**src/rtl/mem_line_requester.sv**
```systemverilog
// Cache-side line-miss controller: optional dirty-line write-back as single-word
// stores, one line-fill read, then a bounded wait for the memory response.
module mem_line_requester #(
    parameter int FILL_DATA_WIDTH  = 128,
    parameter int STORE_DATA_WIDTH = 32,
    parameter int ADDRESS_WIDTH    = 32,
    parameter int TIMEOUT          = 16
) (
    input  logic                        clk,
    input  logic                        reset_n,
    input  logic                        miss_valid,
    output logic                        miss_ready,
    input  logic [ADDRESS_WIDTH-1:0]    miss_addr,
    input  logic                        evict_valid,
    input  logic [ADDRESS_WIDTH-1:0]    evict_addr,
    input  logic [FILL_DATA_WIDTH-1:0]  evict_line,
    output logic                        fill_valid,
    output logic [FILL_DATA_WIDTH-1:0]  fill_line,
    output logic [ADDRESS_WIDTH-1:0]    fill_addr,
    output logic                        fill_err,
    output logic                        stray_resp,
    output logic                        mem_req,
    output logic                        mem_store,
    output logic [ADDRESS_WIDTH-1:0]    mem_address,
    output logic [STORE_DATA_WIDTH-1:0] mem_evict_data,
    input  logic [FILL_DATA_WIDTH-1:0]  mem_fill_data,
    input  logic                        mem_response_valid
);

    localparam int WPL   = FILL_DATA_WIDTH / STORE_DATA_WIDTH;
    localparam int OFS   = $clog2(WPL);
    localparam int CNT_W = $clog2(TIMEOUT + 1);

    localparam logic [ADDRESS_WIDTH-1:0] LINE_MASK = ~ADDRESS_WIDTH'(WPL - 1);
    localparam logic [OFS-1:0]           LAST_WORD = OFS'(WPL - 1);
    localparam logic [CNT_W-1:0]         LAST_WAIT = CNT_W'(TIMEOUT - 1);

    typedef enum logic [2:0] {
        IDLE,
        EVICT,
        FILL_REQ,
        WAIT,
        RESPOND
    } state_t;

    state_t state, state_next;

    logic [OFS-1:0]              word_cnt;
    logic [CNT_W-1:0]            wait_cnt;
    logic [ADDRESS_WIDTH-1:0]    miss_base, evict_base;
    logic [FILL_DATA_WIDTH-1:0]  evict_data;

    logic                        accept;
    logic                        timed_out;
    logic [OFS-1:0]              word_idx_next;
    logic [ADDRESS_WIDTH-1:0]    miss_base_next, evict_base_next;
    logic [FILL_DATA_WIDTH-1:0]  evict_data_next;
    logic                        req_next, store_next;
    logic [ADDRESS_WIDTH-1:0]    addr_next;
    logic [STORE_DATA_WIDTH-1:0] store_word_next;

    assign miss_ready = (state == IDLE);
    assign accept     = miss_valid & miss_ready;
    assign timed_out  = (state == WAIT) && !mem_response_valid && (wait_cnt == LAST_WAIT);

    // Next state plus the values the registered memory-side outputs take on the
    // coming edge, so a request is visible in the same cycle as its state.
    always_comb begin
        state_next      = state;
        miss_base_next  = accept ? (miss_addr & LINE_MASK) : miss_base;
        evict_base_next = accept ? (evict_addr & LINE_MASK) : evict_base;
        evict_data_next = accept ? evict_line : evict_data;
        word_idx_next   = (state == EVICT) ? word_cnt + OFS'(1) : '0;
        store_word_next = '0;

        case (state)
            IDLE:     if (miss_valid) state_next = evict_valid ? EVICT : FILL_REQ;
            EVICT:    if (word_cnt == LAST_WORD) state_next = FILL_REQ;
            FILL_REQ: state_next = WAIT;
            WAIT:     if (mem_response_valid || (wait_cnt == LAST_WAIT)) state_next = RESPOND;
            RESPOND:  state_next = IDLE;
            default:  state_next = IDLE;
        endcase

        req_next   = (state_next == EVICT) || (state_next == FILL_REQ);
        store_next = (state_next == EVICT);
        addr_next  = store_next ? (evict_base_next + ADDRESS_WIDTH'(word_idx_next))
                                : miss_base_next;
        for (int k = 0; k < WPL; k++) begin
            if (word_idx_next == OFS'(k))
                store_word_next = evict_data_next[k*STORE_DATA_WIDTH +: STORE_DATA_WIDTH];
        end
    end

    always_ff @(posedge clk or negedge reset_n) begin
        if (!reset_n) state <= IDLE;
        else          state <= state_next;
    end

    always_ff @(posedge clk or negedge reset_n) begin
        if (!reset_n) begin
            word_cnt       <= '0;
            wait_cnt       <= '0;
            miss_base      <= '0;
            evict_base     <= '0;
            evict_data     <= '0;
            mem_req        <= 1'b0;
            mem_store      <= 1'b0;
            mem_address    <= '0;
            mem_evict_data <= '0;
            fill_valid     <= 1'b0;
            fill_line      <= '0;
            fill_addr      <= '0;
            fill_err       <= 1'b0;
            stray_resp     <= 1'b0;
        end else begin
            miss_base  <= miss_base_next;
            evict_base <= evict_base_next;
            evict_data <= evict_data_next;
            word_cnt   <= word_idx_next;
            wait_cnt   <= (state == WAIT) ? wait_cnt + CNT_W'(1) : '0;

            mem_req   <= req_next;
            mem_store <= store_next;
            if (req_next)   mem_address    <= addr_next;
            if (store_next) mem_evict_data <= store_word_next;

            // Response beats a same-cycle timeout.
            fill_valid <= (state_next == RESPOND);
            if ((state == WAIT) && mem_response_valid) begin
                fill_line <= mem_fill_data;
                fill_err  <= 1'b0;
            end else if (timed_out) begin
                fill_line <= '0;
                fill_err  <= 1'b1;
            end
            if (state_next == RESPOND) fill_addr <= miss_base;

            if (mem_response_valid && (state != WAIT)) stray_resp <= 1'b1;
        end
    end

endmodule

```
**config.mk**
```make
export PLATFORM = sky130hd
export DESIGN_NAME = mem_line_requester
export DESIGN_NICKNAME = d
export VERILOG_FILES = /design/src/rtl/mem_line_requester.sv
export SDC_FILE = /design/constraint.sdc
export NUM_CORES = 1
export LEC_CHECK = 0
export ABC_CLOCK_PERIOD_IN_PS = 4000
export BUFFER_PORTS_ARGS = -buffer_cell sky130_fd_sc_hd__buf_2
export CAP_MARGIN = 5
export CORE_AREA = 2 2 217 219
export CTS_CLUSTER_SIZE = 8
export DETAILED_ROUTE_END_ITERATION = 8
export DIE_AREA = 0 0 219 221
export PLACE_DENSITY_LB_ADDON = 0.25
export SLEW_MARGIN = 0
export SYNTH_ARGS = -nofsm -noshare
export SYNTH_HDL_FRONTEND = slang
export SYNTH_SLANG_ARGS = --single-unit
```
**constraint.sdc**
```tcl
create_clock -name clk -period 4 [get_ports clk]
set_clock_uncertainty 0.2 [all_clocks]
set_input_delay 0.2 -clock clk [delete_from_list [all_inputs] [get_ports clk]]
set_output_delay 0.2 -clock clk [all_outputs]
set_load 0.005 [all_outputs]
```
Yosys cells after proc, flatten, opt, wreduce, memory -nomap -nowiden
Index checks and enable logic that the tools add are counted.
- flip-flop bits (word level): 431
- input bits: 325
- output and inout bits: 230
- logic and storage cells: 60
- $add $sub $neg: 3
- equal/unequal tests: 12
- mux-type cells: 19
- bitwise gates (word level): 1
- reduce and logical (&&, ||, !) cells: 10
- operator list (kind ; count):
    $mux W128 ; 3
    $mux W32 ; 7
    $add A32 B2 Y32 ; 1
    $pmux W3 S4 ; 1
    $eq A3 B2 Y1 const B ; 3
    $mux W3 ; 3
    $eq A2 B2 Y1 const B ; 3
    $eq A3 B1 Y1 const B ; 2
    $add A5 B1 Y5 const B ; 1
    $eq A5 B4 Y1 const B ; 1
    $mux W5 ; 1
    $logic_and A1 B1 Y1 ; 4
    $mux W2 ; 2
    $eq A3 B3 Y1 const B ; 1
    $logic_not A3 Y1 ; 1
    $ne A3 B2 Y1 const B ; 1
    $add A2 B1 Y2 const B ; 1
    $eq A2 B1 Y1 const B ; 1
    $logic_not A2 Y1 ; 1
    $logic_or A1 B1 Y1 ; 2
    $mux W1 ; 2
    $reduce_bool A2 Y1 ; 1
    $and A1 B1 Y1 ; 1
    $logic_not A1 Y1 ; 1

Logic depth before layout (Yosys ltp)
Gate-level depths: netlist of run 1.
- word-level depth: 7
- depth in mapped cells: 15
- depth with buffers taken out: 10

Worst setup path before layout of run 1
Ideal clock, no wire load.
- path kind: register -> register
- start point: reg state[0]
- end point: reg mem_address[22]
- library setup time: 120 ps
- arrival: 3661 ps
- required time: 3680 ps
- path slack: 19 ps
- stages on the path, launching flop included: 16
- buffers on the path: 5
- period minus slack after synthesis: 3981 ps
- path through: dfrtp_1 -> or4b_4 -> buf_6 -> clkbuf_1 -> clkbuf_1 -> clkbuf_1 -> and2_1 -> ha_1 -> inv_1 -> fa_1 -> clkbuf_1 -> inv_1 -> and4_1 -> or2_2 -> a31o_2 -> a31o_2
- longest elaborated chain between the ends: 5
- elaborated cells between the ends (all ways): 17
- classes of those cells: add/sub (1); eq/ne (5); mux (8); bitwise (1); reduce/logical (2)
- ends and longest elaborated chain (what ; line ; RTL):
    start, declared ; 46 ; state_t state, state_next;
    start signal, assigned ; 97 ; else state <= state_next;
    $logic_not A3 Y1 ; 62 ; assign miss_ready = (state == IDLE);
    $and A1 B1 Y1 ; 63 ; assign accept = miss_valid & miss_ready;
    $mux W32 ; 71 ; evict_base_next = accept ? (evict_addr & LINE_MASK) : evict_base;
    named net evict_base_next[0] ; 56 ; logic [ADDRESS_WIDTH-1:0] miss_base_next, evict_base_next;
    $add A32 B2 Y32 ; 87 ; addr_next = store_next ? (evict_base_next + ADDRESS_WIDTH'(word_idx_next))
    $mux W32 ; 87 ;
    end signal, assigned ; 125 ; if (req_next) mem_address <= addr_next;
    end, declared ; 24 ; output logic [ADDRESS_WIDTH-1:0] mem_address,
The timed path passes the listed nets, and every way through them passes these cells.
A chain may end at the register's enable or synchronous reset.

Final worst setup path of run 1
- start point: reg state[2]
- end point: reg mem_address[13]
- elaborated cells between the ends (all ways): 17
- classes of those cells: add/sub (1); eq/ne (5); mux (8); bitwise (1); reduce/logical (2)
- RTL lines (what ; line ; RTL):
    $eq A3 B1 Y1 ; 73 ; word_idx_next = (state == EVICT) ? word_cnt + OFS'(1) : '0;
    $mux W2 ; 73 ;
    named net word_idx_next[1] ; 55 ; logic [OFS-1:0] word_idx_next;
    $add A32 B2 Y32 ; 87 ;
    $mux W32 ; 87 ;
The timed path passes the listed nets, and every way through them passes these cells.

==> results of run 1 <==
final timing paths:
path / startpoint / endpoint / slack (ns) / depth (start not counted)
max: state[2]$_DFF_PN0_ / mem_address[13]$_DFFE_PN0P_ / 0.85 / 8
min reg2reg: stray_resp$_DFFE_PN0P_ / stray_resp$_DFFE_PN0P_ / 0.25 / 1
max in group asynchronous: reset_n / fill_line[111]$_DFFE_PN0P_ / 2.49 / 3
min: reset_n / fill_addr[12]$_DFFE_PN0P_ / 0.12 / 2
max reg2reg: state[2]$_DFF_PN0_ / mem_address[13]$_DFFE_PN0P_ / 0.85 / 8
min in group clk: miss_addr[15] / miss_base[15]$_DFF_PN0_ / 0.13 / 4
placed cells by master (no fill, tap or decap), drive strengths merged, types with 29 or more instances in the layout:
| master | synthesis | routed |
|---|---|---|
| a22o | 129 | 129 |
| a41oi | 32 | 32 |
| buf | 30 | 579 |
| clkbuf | 88 | 64 |
| dfrtp | 431 | 431 |
| dlygate4sd3 | 0 | 320 |
| mux2i | 29 | 29 |
| nand2 | 664 | 664 |
| nand2b | 33 | 33 |
| nand3 | 42 | 42 |
| nor2 | 65 | 65 |
layout make-up:
type / count / area [um^2] / share of cell area, %
multi-input cells: 1220 / 6704 / 25.56
clock inverters: 4 / 75.07 / 0.2862
repair buffers: 899 / 6284 / 23.95
diodes: 16 / 40.04 / 0.1526
flip-flops and latches: 431 / 10790 / 41.12
clock buffers: 64 / 1526 / 5.819
well taps: 607 / 759.5 / 2.895
inverters: 15 / 57.56 / 0.2194
state kept, by name, indices dropped and copies added (netlist names), 2 cells and up:
name	flops
evict_data	128
fill_line	128
evict_base	32
fill_addr	32
mem_address	32
mem_evict_data	32
miss_base	32
wait_cnt	5
state	3
word_cnt	2
Yosys cell counts, types with 7 or more instances:
| master | number | area share (%) |
|---|---|---|
| a31o_2 | 13 | 0.63 |
| a41oi_1 | 32 | 1.6 |
| a21oi_1 | 8 | 0.22 |
| nand3_1 | 42 | 1.2 |
| mux2i_1 | 28 | 1.6 |
| xnor2_1 | 10 | 0.49 |
| buf_2 | 20 | 0.56 |
| nand2_1 | 664 | 14 |
| a32oi_1 | 10 | 0.49 |
| a22o_1 | 129 | 6.3 |
| clkbuf_1 | 88 | 1.8 |
| o21ai_0 | 9 | 0.25 |
| nand4_1 | 24 | 0.83 |
| nand2b_1 | 33 | 1.1 |
| buf_1 | 8 | 0.17 |
| dfrtp_1 | 431 | 60 |
| nor4_1 | 7 | 0.24 |
| and3_1 | 16 | 0.56 |
| a22oi_1 | 24 | 1.0 |
| a311oi_1 | 10 | 0.49 |
| mux2_2 | 10 | 0.63 |
| inv_1 | 14 | 0.29 |
| nor2_1 | 65 | 1.4 |
report_power, final:
group	switching (mW)	internal (mW)
clock network	1.82	2.71
logic	4.26	3.09
registers	0.975	6.37
logic make-up (layout without fill, tap and decap cells):
kind of cell | Yosys count | after routing | synth area share, %
AOI/OAI and AO/OA | 280 | 280 | 13.17
DFF | 431 | 431 | 59.97
and+or+nand+nor | 882 | 882 | 20.46
xor gates and xnor gates | 13 | 13 | 0.6331
buffers and inverters | 133 | 982 | 2.999
other | 0 | 16 | 0
adders and majority gates | 6 | 6 | 0.4592
muxes | 39 | 39 | 2.310
metal layers:
metal  vias up  GRT usage, %
li1       7804             -
met1      8188         30.32
met2       680         42.59
met3       162         6.460
met4         6         11.05
met5         -             0
through the flow:
step | hold slack, ns | instances | area, um^2 | util [%]
2_1_floorplan | -0.2956 | 1784 | 17980 | -
5_1_grt | 0.1341 | 3256 | 26230 | 56.95
6_report | 0.1231 | 3256 | 26230 | 56.95
3_3_place_gp | 0.1796 | 2852 | 21390 | 46.43
3_5_place_dp | 0.1833 | 2852 | 21390 | 46.43
4_1_cts | 0.1065 | 3240 | 26190 | 56.86
==> flow_summary.yaml, run 1 <==
synthesis:
  seq_area_frac_synth_pct: 59.97
  ys_types: 63
  synth_edf_count: 0
  synth_top_flop_cell: "dfrtp_1"
  netlist_instances: 1784
  syn_nets: 2115
  netlist_area_um2: 17980
  synth.avg_cell_area_um2: 10.08
  synth_seq_cells: 431
  async_reset_ff_share_pct: 100.0
  yosysWarnings: 0
detailed_routing:
  antenna_left: 0
  drc_errors: 0
  dr_wl_met2_um: 30690
  routed-via-count: 16840
  maxUsedRoutingLayer: "met5"
  route.met3.wl_um: 4828
  dr.first_iter.drc_count: 1123
  wire_per_inst_um: 19.21
  postRouteWirelength_um: 62560
  m1WireLength_um: 24480
  viasPerCell: 5.172
  firstDrtPassIters: 5
placement:
  dpl.hpwl_um: 40360
  pre_cts_slack_ns: 0.8630
  io_buffers: 550
  place_congestion: 0.8709
timing:
  final.setup.worst_slack_ns: 0.8496
  rsz0062_at_grt: "no"
  drv_slew: 0
  finalCriticalPeriod_ns: 3.150
  final.period_utilization_pct: 78.76
  setup_viol: 0
  max_slew_margin_pct: 36.74
  worst_pin_slew_ns: 0.9489
  fmax_mhz: 317.4
  hold_violations: 0
  fin_tns_setup_ns: 0
cts:
  ctsResizeCount: 0
  cts_buffer_depth: 3
  cts_sinks: 431
  cts_setup_buffers: 0
  cts_tree: "yes"
  clkTransAtPathRegs_ns: 0.05
  cts_root_buf: "clkbuf_16"
  h-tree-depth: 2
  clkLatencyLatePin_ns: 0.61
  hold_buffers: 320
  cts_buffers: 60
global_route:
  grt_usage_pct: 25.23
  grt_pass1_wl_um: 96050
  antenna_found_initial: 18
  grt_pass1_vias: 17450
  grt_overflow_total: 0
  grt_start_max_net_pins: 121
worst_setup_path:
  slowest_stage: "a21oi_1"
  cp_num_buf_inv: 1
  worst_ep_arrival_time_ns: 3.45
  worst_setup_path_start_kind: "flop"
  crit_top_cell: "a21oi_1"
  critPathRequiredTime_ns: 4.30
  cp-end-kind: "flop"
  path_cells: "nor2_1, nand3_1, inv_1, ha_1, a21oi_1, a21oi_1, a21o_1, a31o_2"
  cp_top_family: "compound AO/OA/AOI/OAI gates"
  path_class: "flop to flop"
  critical_path_peak_fanout: 6
  crit_path_max_incr_delay_ns: 0.52
cells_and_area:
  drive_gt1_share_pct: 26.02
  nFillCells: 3877
  nNetsFinal: 2958
  syn_to_final_growth_pct: 45.86
run:
  maxCapViolCount: 0
floorplan:
  dieWidth_um: 219
  core_um2: 46060
  row_count: 79
  die-area_um2: 48400
  num_io_pins: 555
  start_util_pct: 39.04
  die-height_um: 221
power_and_ir_drop:
  ir_drop_v: 0.0004276
  leakage_nw: 13.19
  power_density_nw_per_um2: 733.6
  fin_total_pwr_mw: 19.24
hold_path:
  hold_path.class: "input pin to asynchronous set/reset pin"
outcome:
  outcome: "finished, final reports clean"
Note: power is estimated with default switching activity, not from simulation.
==> inputs of run 2 (changes only) <==
Settings changed: ABC_CLOCK_PERIOD_IN_PS 4000 to 2900.
Clock period 4 ns to 2.9 ns, I/O delays scaled along.
==> flow_summary.yaml, run 2 (same netlist as run 1, synthesis figures left out) <==
detailed_routing:
  postRouteWirelength_um: 65190
  dr.first_iter.drc_count: 1122
  firstDrtPassIters: 7
  drc_errors: 0
  routed-via-count: 17200
  viasPerCell: 5.226
  antenna_left: 0
  wire_per_inst_um: 19.81
global_route:
  grt_overflow_total: 0
  grt_pass1_vias: 17730
  grt_usage_pct: 26.23
  grt_pass1_wl_um: 99330
  antenna_found_initial: 12
  grt_start_max_net_pins: 100
cells_and_area:
  fin_util_pct: 58.06
  final_common_cell: "nand2_1"
  syn_to_final_growth_pct: 48.70
  drive_gt1_share_pct: 27.07
  nNetsFinal: 2996
  largestRegisters: "evict_data (128), fill_line (128)"
  final_cell_mix: "nand2_1 (663), buf_2 (549), dfrtp_1 (430)"
worst_setup_path:
  critPathRequiredTime_ns: 3.20
  critical_path_peak_fanout: 6
  cp-end-kind: "flop"
  path_class: "flop to flop"
  cp_top_family: "simple AND/OR/NAND/NOR gates"
  worst_setup_path_start_kind: "flop"
  slowest_stage: "or4b_4"
  worst_ep_arrival_time_ns: 3.17
  cp_num_buf_inv: 2
  crit_path_max_incr_delay_ns: 0.62
  path_cells: "or4b_4, and2_4, ha_4, inv_2, fa_2, inv_4, and4_4, or2_4, a31o_4, a31o_2"
placement:
  dpl.hpwl_um: 41800
  io_buffers: 550
  place_congestion: 0.8737
timing:
  max_slew_margin_pct: 26.23
  finalCriticalPeriod_ns: 2.866
  hold_violations: 0
  final.period_utilization_pct: 98.84
  setup_viol: 0
  worst_pin_slew_ns: 1.104
  fmax_mhz: 348.9
  drv_slew: 0
  rsz0062_at_grt: "yes"
  fin_tns_setup_ns: 0
cts:
  cts_root_buf: "clkbuf_16"
  cts_tree: "yes"
  clkTransAtPathRegs_ns: 0.05
  cts_buffers: 60
  h-tree-depth: 2
  cts_buffer_depth: 3
  clkLatencyLatePin_ns: 0.61
  cts_sinks: 431
run:
  maxCapViolCount: 0
power_and_ir_drop:
  ir_drop_v: 0.0006087
  power_density_nw_per_um2: 1011
  leakage_nw: 13.40
floorplan:
  die-height_um: 221
  dieWidth_um: 219
  die-area_um2: 48400
  start_util_pct: 39.04
  num_io_pins: 555
  core_um2: 46060
  row_count: 79
outcome:
  outcome: "finished, final reports clean"
hold_path:
  hold_path.class: "input pin to flop"
-- run 2: worst reg2reg max path: cells and delay by family, from the launching register on --
| family | cells | cell delay [ns] |
|---|---|---|
| buffers and inverters | 2 | 0.10 |
| flip-flops | 1 | 0.43 |
| AND/OR/NAND/NOR | 4 | 1.23 |
| AO/OA/AOI/OAI | 2 | 0.43 |
| adder cells (fa/ha/maj) | 2 | 0.39 |
-- run 2: power breakdown --
part           switching (mW)  internal (mW)
sequential               1.38           8.79
clock                    2.53           3.68
combinational            6.12           4.52
-- run 2: area by class of cell --
cell class / instances / area [um^2]
Inverter: 15 / 60.06
Clock buffer: 64 / 1536
Tap cell: 607 / 759.5
Antenna cell: 12 / 30.03
Timing Repair Buffer: 937 / 6739
Multi-Input combinational cell: 1220 / 6780
Sequential cell: 431 / 10790
Clock inverter: 4 / 50.05
Fill cell: 3902 / 19320
-- run 2: repair_timing --
item | in CTS | in global routing
hold buffers | 335 | 0
setup buffers | 0 | 4
gates resized for setup | 1 | 8
hold endpoints to repair | 814 | 0
setup endpoints to repair | 1 | 28
pin swaps | 0 | 5
gates cloned | 0 | 1
-- run 2: per-layer routing --
metal / part of all wire, % / vias to the layer above / track usage (%)
met5: 0 / - / 0
met4: 4.3 / 0 / 11.62
met3: 7.8 / 174 / 6.763
met2: 48 / 730 / 43.66
met1: 40 / 8424 / 32.00
li1: - / 7867 / -
-- run 2: worst paths after layout --
kind                                             start                           to  slack [ns]  cells after the start
worst min-delay path                      miss_addr[6]       miss_base[6]$_DFF_PN0_         0.1                      4
min in group asynchronous                      reset_n     evict_data[92]$_DFF_PN0_        0.43                      3
worst min register to register  miss_base[9]$_DFF_PN0_     fill_addr[9]$_DFFE_PN0P_        0.25                      2
worst max register to register      state[2]$_DFF_PN0_  mem_address[22]$_DFFE_PN0P_        0.03                     10
worst max-delay path                state[2]$_DFF_PN0_  mem_address[22]$_DFFE_PN0P_        0.03                     10
max in group asynchronous                      reset_n    fill_line[13]$_DFFE_PN0P_        1.14                      4
-- run 2: stage by stage --
stage	hold slack (ns)	power (mW)	setup WS, ns	cell area [um^2]	instances
CTS	0.05036	26.88	0.02179	26620	3273
floorplan	-0.3506	15.81	-0.5077	18070	1784
global route	0.08422	28.76	-0.04047	26740	3290
detailed placement	-0.02880	20.14	-0.01240	21670	2870
finish	0.09536	27.02	0.03375	26740	3290
global placement	-0.02927	19.86	0.07169	21670	2870
